File: src/rtl/fp_minmax_reduce.sv
// fp_minmax_reduce: streaming FP32/FP64 min/max reduction with sticky
// invalid (sNaN) and all-NaN flags, valid/ready on both sides.
//
// state   | meaning
// --------+----------------------------------------------------------
// S_IDLE  | waiting for the first element of a vector
// S_ACCUM | accumulating min/max/count over the remaining elements
// S_DONE  | result presented on out_*, held until out_ready
module fp_minmax_reduce #(
  parameter int COUNT_W = 16
) (
  input  logic               clk,
  input  logic               rst_n,
  input  logic               in_valid,
  output logic               in_ready,
  input  logic [63:0]        in_data,
  input  logic               in_last,
  input  logic               is_double_precision,
  output logic               out_valid,
  input  logic               out_ready,
  output logic [63:0]        out_min,
  output logic [63:0]        out_max,
  output logic [COUNT_W-1:0] out_count,
  output logic               out_invalid,
  output logic               out_all_nan
);

  typedef enum logic [1:0] {
    S_IDLE  = 2'd0,
    S_ACCUM = 2'd1,
    S_DONE  = 2'd2
  } state_t;

  localparam logic [63:0] QNAN_SP = 64'h0000_0000_7FC0_0000;
  localparam logic [63:0] QNAN_DP = 64'h7FF8_0000_0000_0000;

  state_t               state_q, state_d;
  logic                 in_ready_q, in_ready_d;
  logic                 out_valid_q, out_valid_d;
  logic                 dp_q, dp_d;
  logic [63:0]          min_q, min_d;
  logic [63:0]          max_q, max_d;
  logic [COUNT_W-1:0]   count_q, count_d;
  logic                 invalid_q, invalid_d;
  logic                 has_num_q, has_num_d;
  logic                 all_nan_q, all_nan_d;

  logic                 accept;
  logic                 first_el;
  logic                 dp_eff;
  logic [63:0]          op;
  logic                 op_nan;
  logic                 op_snan;

  // NaN: exponent all ones with a nonzero mantissa.
  function automatic logic is_nan_f(input logic [63:0] v, input logic dp);
    if (dp) return (&v[62:52]) && (|v[51:0]);
    return (&v[30:23]) && (|v[22:0]);
  endfunction

  // Signaling NaN: quiet bit (mantissa MSB) clear.
  function automatic logic is_snan_f(input logic [63:0] v, input logic dp);
    return is_nan_f(v, dp) && !(dp ? v[51] : v[22]);
  endfunction

  // Total order on non-NaN values: sign first, then raw exponent/mantissa
  // magnitude, with the magnitude order inverted for negatives.
  function automatic logic lt_f(input logic [63:0] a, input logic [63:0] b,
                                input logic dp);
    logic        sa, sb;
    logic [62:0] ma, mb;
    sa = dp ? a[63] : a[31];
    sb = dp ? b[63] : b[31];
    ma = dp ? a[62:0] : {32'b0, a[30:0]};
    mb = dp ? b[62:0] : {32'b0, b[30:0]};
    if (sa != sb) return sa;
    if (sa) return ma > mb;
    return ma < mb;
  endfunction

  assign in_ready    = in_ready_q;
  assign out_valid   = out_valid_q;
  assign out_min     = min_q;
  assign out_max     = max_q;
  assign out_count   = count_q;
  assign out_invalid = invalid_q;
  assign out_all_nan = all_nan_q;

  // Next-state: element classification, min/max update and handshake sequencing.
  always_comb begin
    state_d     = state_q;
    in_ready_d  = in_ready_q;
    out_valid_d = out_valid_q;
    dp_d        = dp_q;
    min_d       = min_q;
    max_d       = max_q;
    count_d     = count_q;
    invalid_d   = invalid_q;
    has_num_d   = has_num_q;
    all_nan_d   = all_nan_q;

    accept   = in_valid && in_ready_q;
    first_el = (state_q == S_IDLE);
    dp_eff   = first_el ? is_double_precision : dp_q;
    op       = dp_eff ? in_data : {32'b0, in_data[31:0]};
    op_nan   = is_nan_f(op, dp_eff);
    op_snan  = is_snan_f(op, dp_eff);

    case (state_q)
      S_IDLE, S_ACCUM: begin
        if (accept) begin
          dp_d      = dp_eff;
          invalid_d = (first_el ? 1'b0 : invalid_q) | op_snan;
          has_num_d = (first_el ? 1'b0 : has_num_q) | !op_nan;

          if (first_el) begin
            count_d = COUNT_W'(1);
          end else if (!(&count_q)) begin
            count_d = count_q + COUNT_W'(1);
          end

          if (first_el) begin
            min_d = op;
            max_d = op;
          end else if (!op_nan) begin
            if (!has_num_q) begin
              // Only NaNs so far: the first number seeds both extremes.
              min_d = op;
              max_d = op;
            end else begin
              if (lt_f(op, min_q, dp_q)) min_d = op;
              if (lt_f(max_q, op, dp_q)) max_d = op;
            end
          end

          if (in_last) begin
            state_d     = S_DONE;
            in_ready_d  = 1'b0;
            out_valid_d = 1'b1;
            all_nan_d   = !has_num_d;
            if (!has_num_d) begin
              min_d = dp_eff ? QNAN_DP : QNAN_SP;
              max_d = dp_eff ? QNAN_DP : QNAN_SP;
            end
          end else begin
            state_d = S_ACCUM;
          end
        end
      end

      S_DONE: begin
        if (out_ready) begin
          state_d     = S_IDLE;
          in_ready_d  = 1'b1;
          out_valid_d = 1'b0;
          invalid_d   = 1'b0;
          has_num_d   = 1'b0;
          count_d     = '0;
          all_nan_d   = 1'b0;
        end
      end

      default: begin
        state_d     = S_IDLE;
        in_ready_d  = 1'b1;
        out_valid_d = 1'b0;
      end
    endcase
  end

  // State and registered outputs; reset discards any partial vector.
  always_ff @(posedge clk or negedge rst_n) begin
    if (!rst_n) begin
      state_q     <= S_IDLE;
      in_ready_q  <= 1'b1;
      out_valid_q <= 1'b0;
      dp_q        <= 1'b0;
      min_q       <= '0;
      max_q       <= '0;
      count_q     <= '0;
      invalid_q   <= 1'b0;
      has_num_q   <= 1'b0;
      all_nan_q   <= 1'b0;
    end else begin
      state_q     <= state_d;
      in_ready_q  <= in_ready_d;
      out_valid_q <= out_valid_d;
      dp_q        <= dp_d;
      min_q       <= min_d;
      max_q       <= max_d;
      count_q     <= count_d;
      invalid_q   <= invalid_d;
      has_num_q   <= has_num_d;
      all_nan_q   <= all_nan_d;
    end
  end

endmodule

File: config.mk
export PLATFORM = sky130hd
export DESIGN_NAME = fp_minmax_reduce
export DESIGN_NICKNAME = d
export VERILOG_FILES = /design/src/rtl/fp_minmax_reduce.sv
export SDC_FILE = /design/constraint.sdc
export NUM_CORES = 1
export LEC_CHECK = 0
export BUFFER_PORTS_ARGS = -buffer_cell sky130_fd_sc_hd__buf_4
export CORE_ASPECT_RATIO = 2
export CORE_UTILIZATION = 50
export CTS_BUF_LIST = sky130_fd_sc_hd__clkbuf_4
export CTS_CLUSTER_SIZE = 40
export DETAILED_ROUTE_END_ITERATION = 6
export GPL_TIMING_DRIVEN = 0
export PLACE_DENSITY = 0.86
export SYNTH_ARGS = -nofsm -noshare
export SYNTH_HDL_FRONTEND = slang
export SYNTH_SLANG_ARGS = --single-unit
File: constraint.sdc
create_clock -name clk -period 5.2 [get_ports clk]
set_input_delay 1.04 -clock clk [delete_from_list [all_inputs] [get_ports clk]]
set_output_delay 1.04 -clock clk [all_outputs]
set_load 0.02 [all_outputs]
==> metrics.md <==
| Metric | Value |
|---|---|
| Run status | complete, but fails checks |
| Failing checks | design-rule violations |
| Via density | about 6.3 |
| Min Tclk post-route | 4.98 ns |
| Total GRT Usage | 0.334 |
| Final Setup Violations | 0 |
| Startpoint Class | register |
| P per Cell Area | approximately 180 mW/mm² |
| I/O pins | 218 |
| Leak Pwr | approximately 6.4 nW |
| DR pass1 iterations | 7 |
| Root Driver | clkbuf_4 |
| CTS tree | yes |
| Critical path peak fanout | 10 |
| Post-layout instance area | 0.0123 mm² |
| Flop2flop setup slack | approximately 0.22 ns |
| Max Freq | about 200 MHz |
| Synth area leaders | dfrtp_1, ha_1, a22o_1, nand2_1, inv_1 |
| R2r worst-path depth | 20 |
| Hold Crit Class | in2async |
| Final Cycle Share | 0.959 |
| First-pass GRT wire length | roughly 52000 µm |
| Top-area cell type share of the netlist area | 0.379 |
| Vias in the first global route | a little over 10000 |
| GP Congestion | a little under 1 |
| Core box area | 0.0195 mm² |
| Nets | between 1000 and 1500 |
| Port Buffers | between 200 and 250 |
| Total power | approximately 2.2 mW |
| Worst r2r dst | out_min[46]$_DFFE_PN0P_ |
| CTS buffer count | 17 |
| # hold bufs at CTS | 0 |
| H-Tree Depth | 4 |
| Synthesized area | between 0.009 and 0.01 mm² |
| Die Y | roughly 200 µm |
| Syn Area/Cell | 9.37 µm² |
| Setup Skew | about 0.022 ns |
| Seq/Total Area, Yosys | 0.382 |
| Die X | between 100 and 150 µm |
| Final WL | approximately 33000 µm |
| Seq cells post-synth | approximately 150 |
| Largest net degree at the start of global routing | 99 |
| Ys flop type | dfrtp_1 |
| Most area-hungry cell type in the Yosys netlist | dfrtp_1 |
| Slew HR | 0.361 |
| Fill count | 1680 |
| Final TNS setup | 0 ns |
| Setup Fix Bufs, Post-CTS | 0 |
| Clk buf depth | 2 |
| Most frequent cells in the layout | buf_4, dfrtp_1, ha_1, nand2_1, inv_1 |
| Yosys warns | 0 |
| Residual DRC | 1 |
| Post-synthesis async set-or-reset flop share | 1.00 |
| Initial antenna violation count | 1 |
| Max-slew violation count | 0 |
| WL/cell | around 21 µm |
| Critical path arrival | 5.51 ns |
| Via count | between 9000 and 10000 |
| Share of layout cells above drive strength 1 | 0.228 |
| Crit. End Element | register |
| Grt total ovfl | 0 |
| Post-synth EDFFs | 0 |
| Max-Cap Viols | 0 |
| Core Rows | roughly 70 |
| Initial DRC count | about 590 |
| Hold Slack | between 0.3 and 0.4 ns |
| Starting Density | 0.513 |
| Final Hold Viols | 0 |
| WS Path Type | reg2reg |
| Slew at the pin closest to its max-slew limit | approximately 0.95 ns |
| R2r startpoint | state_q[0]$_DFFE_PN0P_ |
| Clk slew on worst S/H paths | 0.13 ns |
| Hpwl dp | 25700 µm |
| Area Overhead vs Synth | 23.3% |
| Clock Latency Late Sink | about 0.6 ns |
| DP Area | about 0.012 mm² |
| Synthesized Nets | 1257 |
| Full die area | slightly above 0.02 mm² |
| Max VDD drop | 0.000122 V |
| # clock sinks | about 150 |
| CP Data Required Time | 5.73 ns |
| Synth Instances | ~1100 |
| Commonest non-fill, non-tap cell in the layout | buf_4 |
| Yosys cell types | 65 |
| Routed Antenna Nets | 0 |
registers in the layout, indices dropped and copies added (netlist names):
signal	flops
has_num_q	1
out_all_nan	1
out_max	64
dp_q	1
state_q	2
out_min	64
out_invalid	1
out_valid	1
in_ready	1
out_count	16
layer usage:
| metal | GRT usage | up-vias | routed length (µm) |
|---|---|---|---|
| met3 | 0.0615 | 169 | 1970 |
| met5 | 0 | - | 0 |
| met4 | 0.257 | 0 | 2640 |
| met1 | 0.331 | 4778 | 10800 |
| met2 | 0.593 | 503 | 17600 |
| li1 | - | 4409 | - |
critical path, cell delays in order (launching register included):
cell      delay [ns]
dfrtp_1         0.37
buf_2           0.19
nor2_2          0.27
and2_1          0.29
a21oi_4         0.11
nor2_4          0.21
clkbuf_4        0.26
nand2_1         0.09
inv_1           0.07
ha_1            0.26
a21o_1          0.18
a21o_1          0.17
a211oi_1        0.25
o21ai_0         0.21
o211a_1         0.29
or4b_4          0.51
and3_1          0.26
o21ai_4         0.25
clkbuf_4        0.28
buf_2           0.26
a22o_1          0.16
synthesized netlist by cell type, types with 4 or more instances:
cell type	n
a2111oi_0	6
ha_1	123
nand2b_1	5
a221oi_1	24
a211oi_1	9
a32o_1	4
clkbuf_1	27
o211a_1	4
and2_1	36
and3_1	9
and4_1	5
buf_2	14
o31ai_1	13
a31oi_1	4
a21oi_1	52
o21ai_0	31
a221o_1	20
nand2_1	119
nor4_1	13
buf_4	5
nor2b_1	7
or3_1	5
a21o_1	17
nor3_1	17
nor2_1	33
nand4_1	25
a22o_1	83
o211ai_1	5
nand3_1	33
dfrtp_1	151
inv_1	114
what timing repair did:
item | 4_1_cts | 5_1_grt
pin swaps | 0 | 0
resized for setup | 11 | 16
setup endpoints to repair | 122 | 59
report_power, final:
group / total, mW / switching [mW] / leakage (nW) / internal [mW]
clock: 0.774 / 0.450 / 0.140 / 0.324
combinational: 0.268 / 0.166 / 4.24 / 0.102
sequential: 1.18 / 0 / 2.02 / 1.18
total: 2.22 / 0.616 / 6.40 / 1.61
cells by family (layout without fill, tap and decap cells):
kind of cell,Yosys count,count (layout),share of synthesized area
DFF,152,152,0.382
other,0,1,0
AOI/OAI and AO/OA,302,302,0.233
buffers and inverters,162,410,0.0654
muxes,2,2,0.00213
adders and majority gates,123,123,0.154
and+or+nand+nor,317,317,0.158
xor gates and xnor gates,6,6,0.00527
area by class of cell:
type                       instances  area [µm²]  share of cell area
buffer                            48         243              0.0197
tap                              259         324              0.0263
sequential                       152        3800               0.309
antenna                            1        2.50            0.000203
clock buffer                      17         128              0.0104
timing repair buffer             217        1650               0.134
multi-input combinational        750        5560               0.452
inverter                         114         428              0.0348
clock inverter                    14         159              0.0129
metrics by stage:
step / util / setup slack, ns / instances
final: 0.632 / 0.215 / 1572
after global placement: 0.613 / -0.786 / 1539
after detailed placement: 0.614 / -0.864 / 1540
after CTS: 0.630 / 0.0242 / 1571
after global routing: 0.632 / -0.0180 / 1572
after floorplan: - / 0.407 / 1064
worst max-delay path by stage:
stage,from,to,slack (ns),cells past startpoint
after floorplan,is_double_precision,out_min[59]$_DFFE_PN0P_,0.41,17
after global placement,is_double_precision,out_min[37]$_DFFE_PN0P_,-0.79,18
after detailed placement,is_double_precision,out_min[38]$_DFFE_PN0P_,-0.86,18
after CTS,state_q[0]$_DFFE_PN0P_,out_min[46]$_DFFE_PN0P_,0.02,17
after global routing,state_q[0]$_DFFE_PN0P_,out_min[43]$_DFFE_PN0P_,-0.02,20
final,state_q[0]$_DFFE_PN0P_,out_min[46]$_DFFE_PN0P_,0.22,20
(Power assumes the default switching activity.)
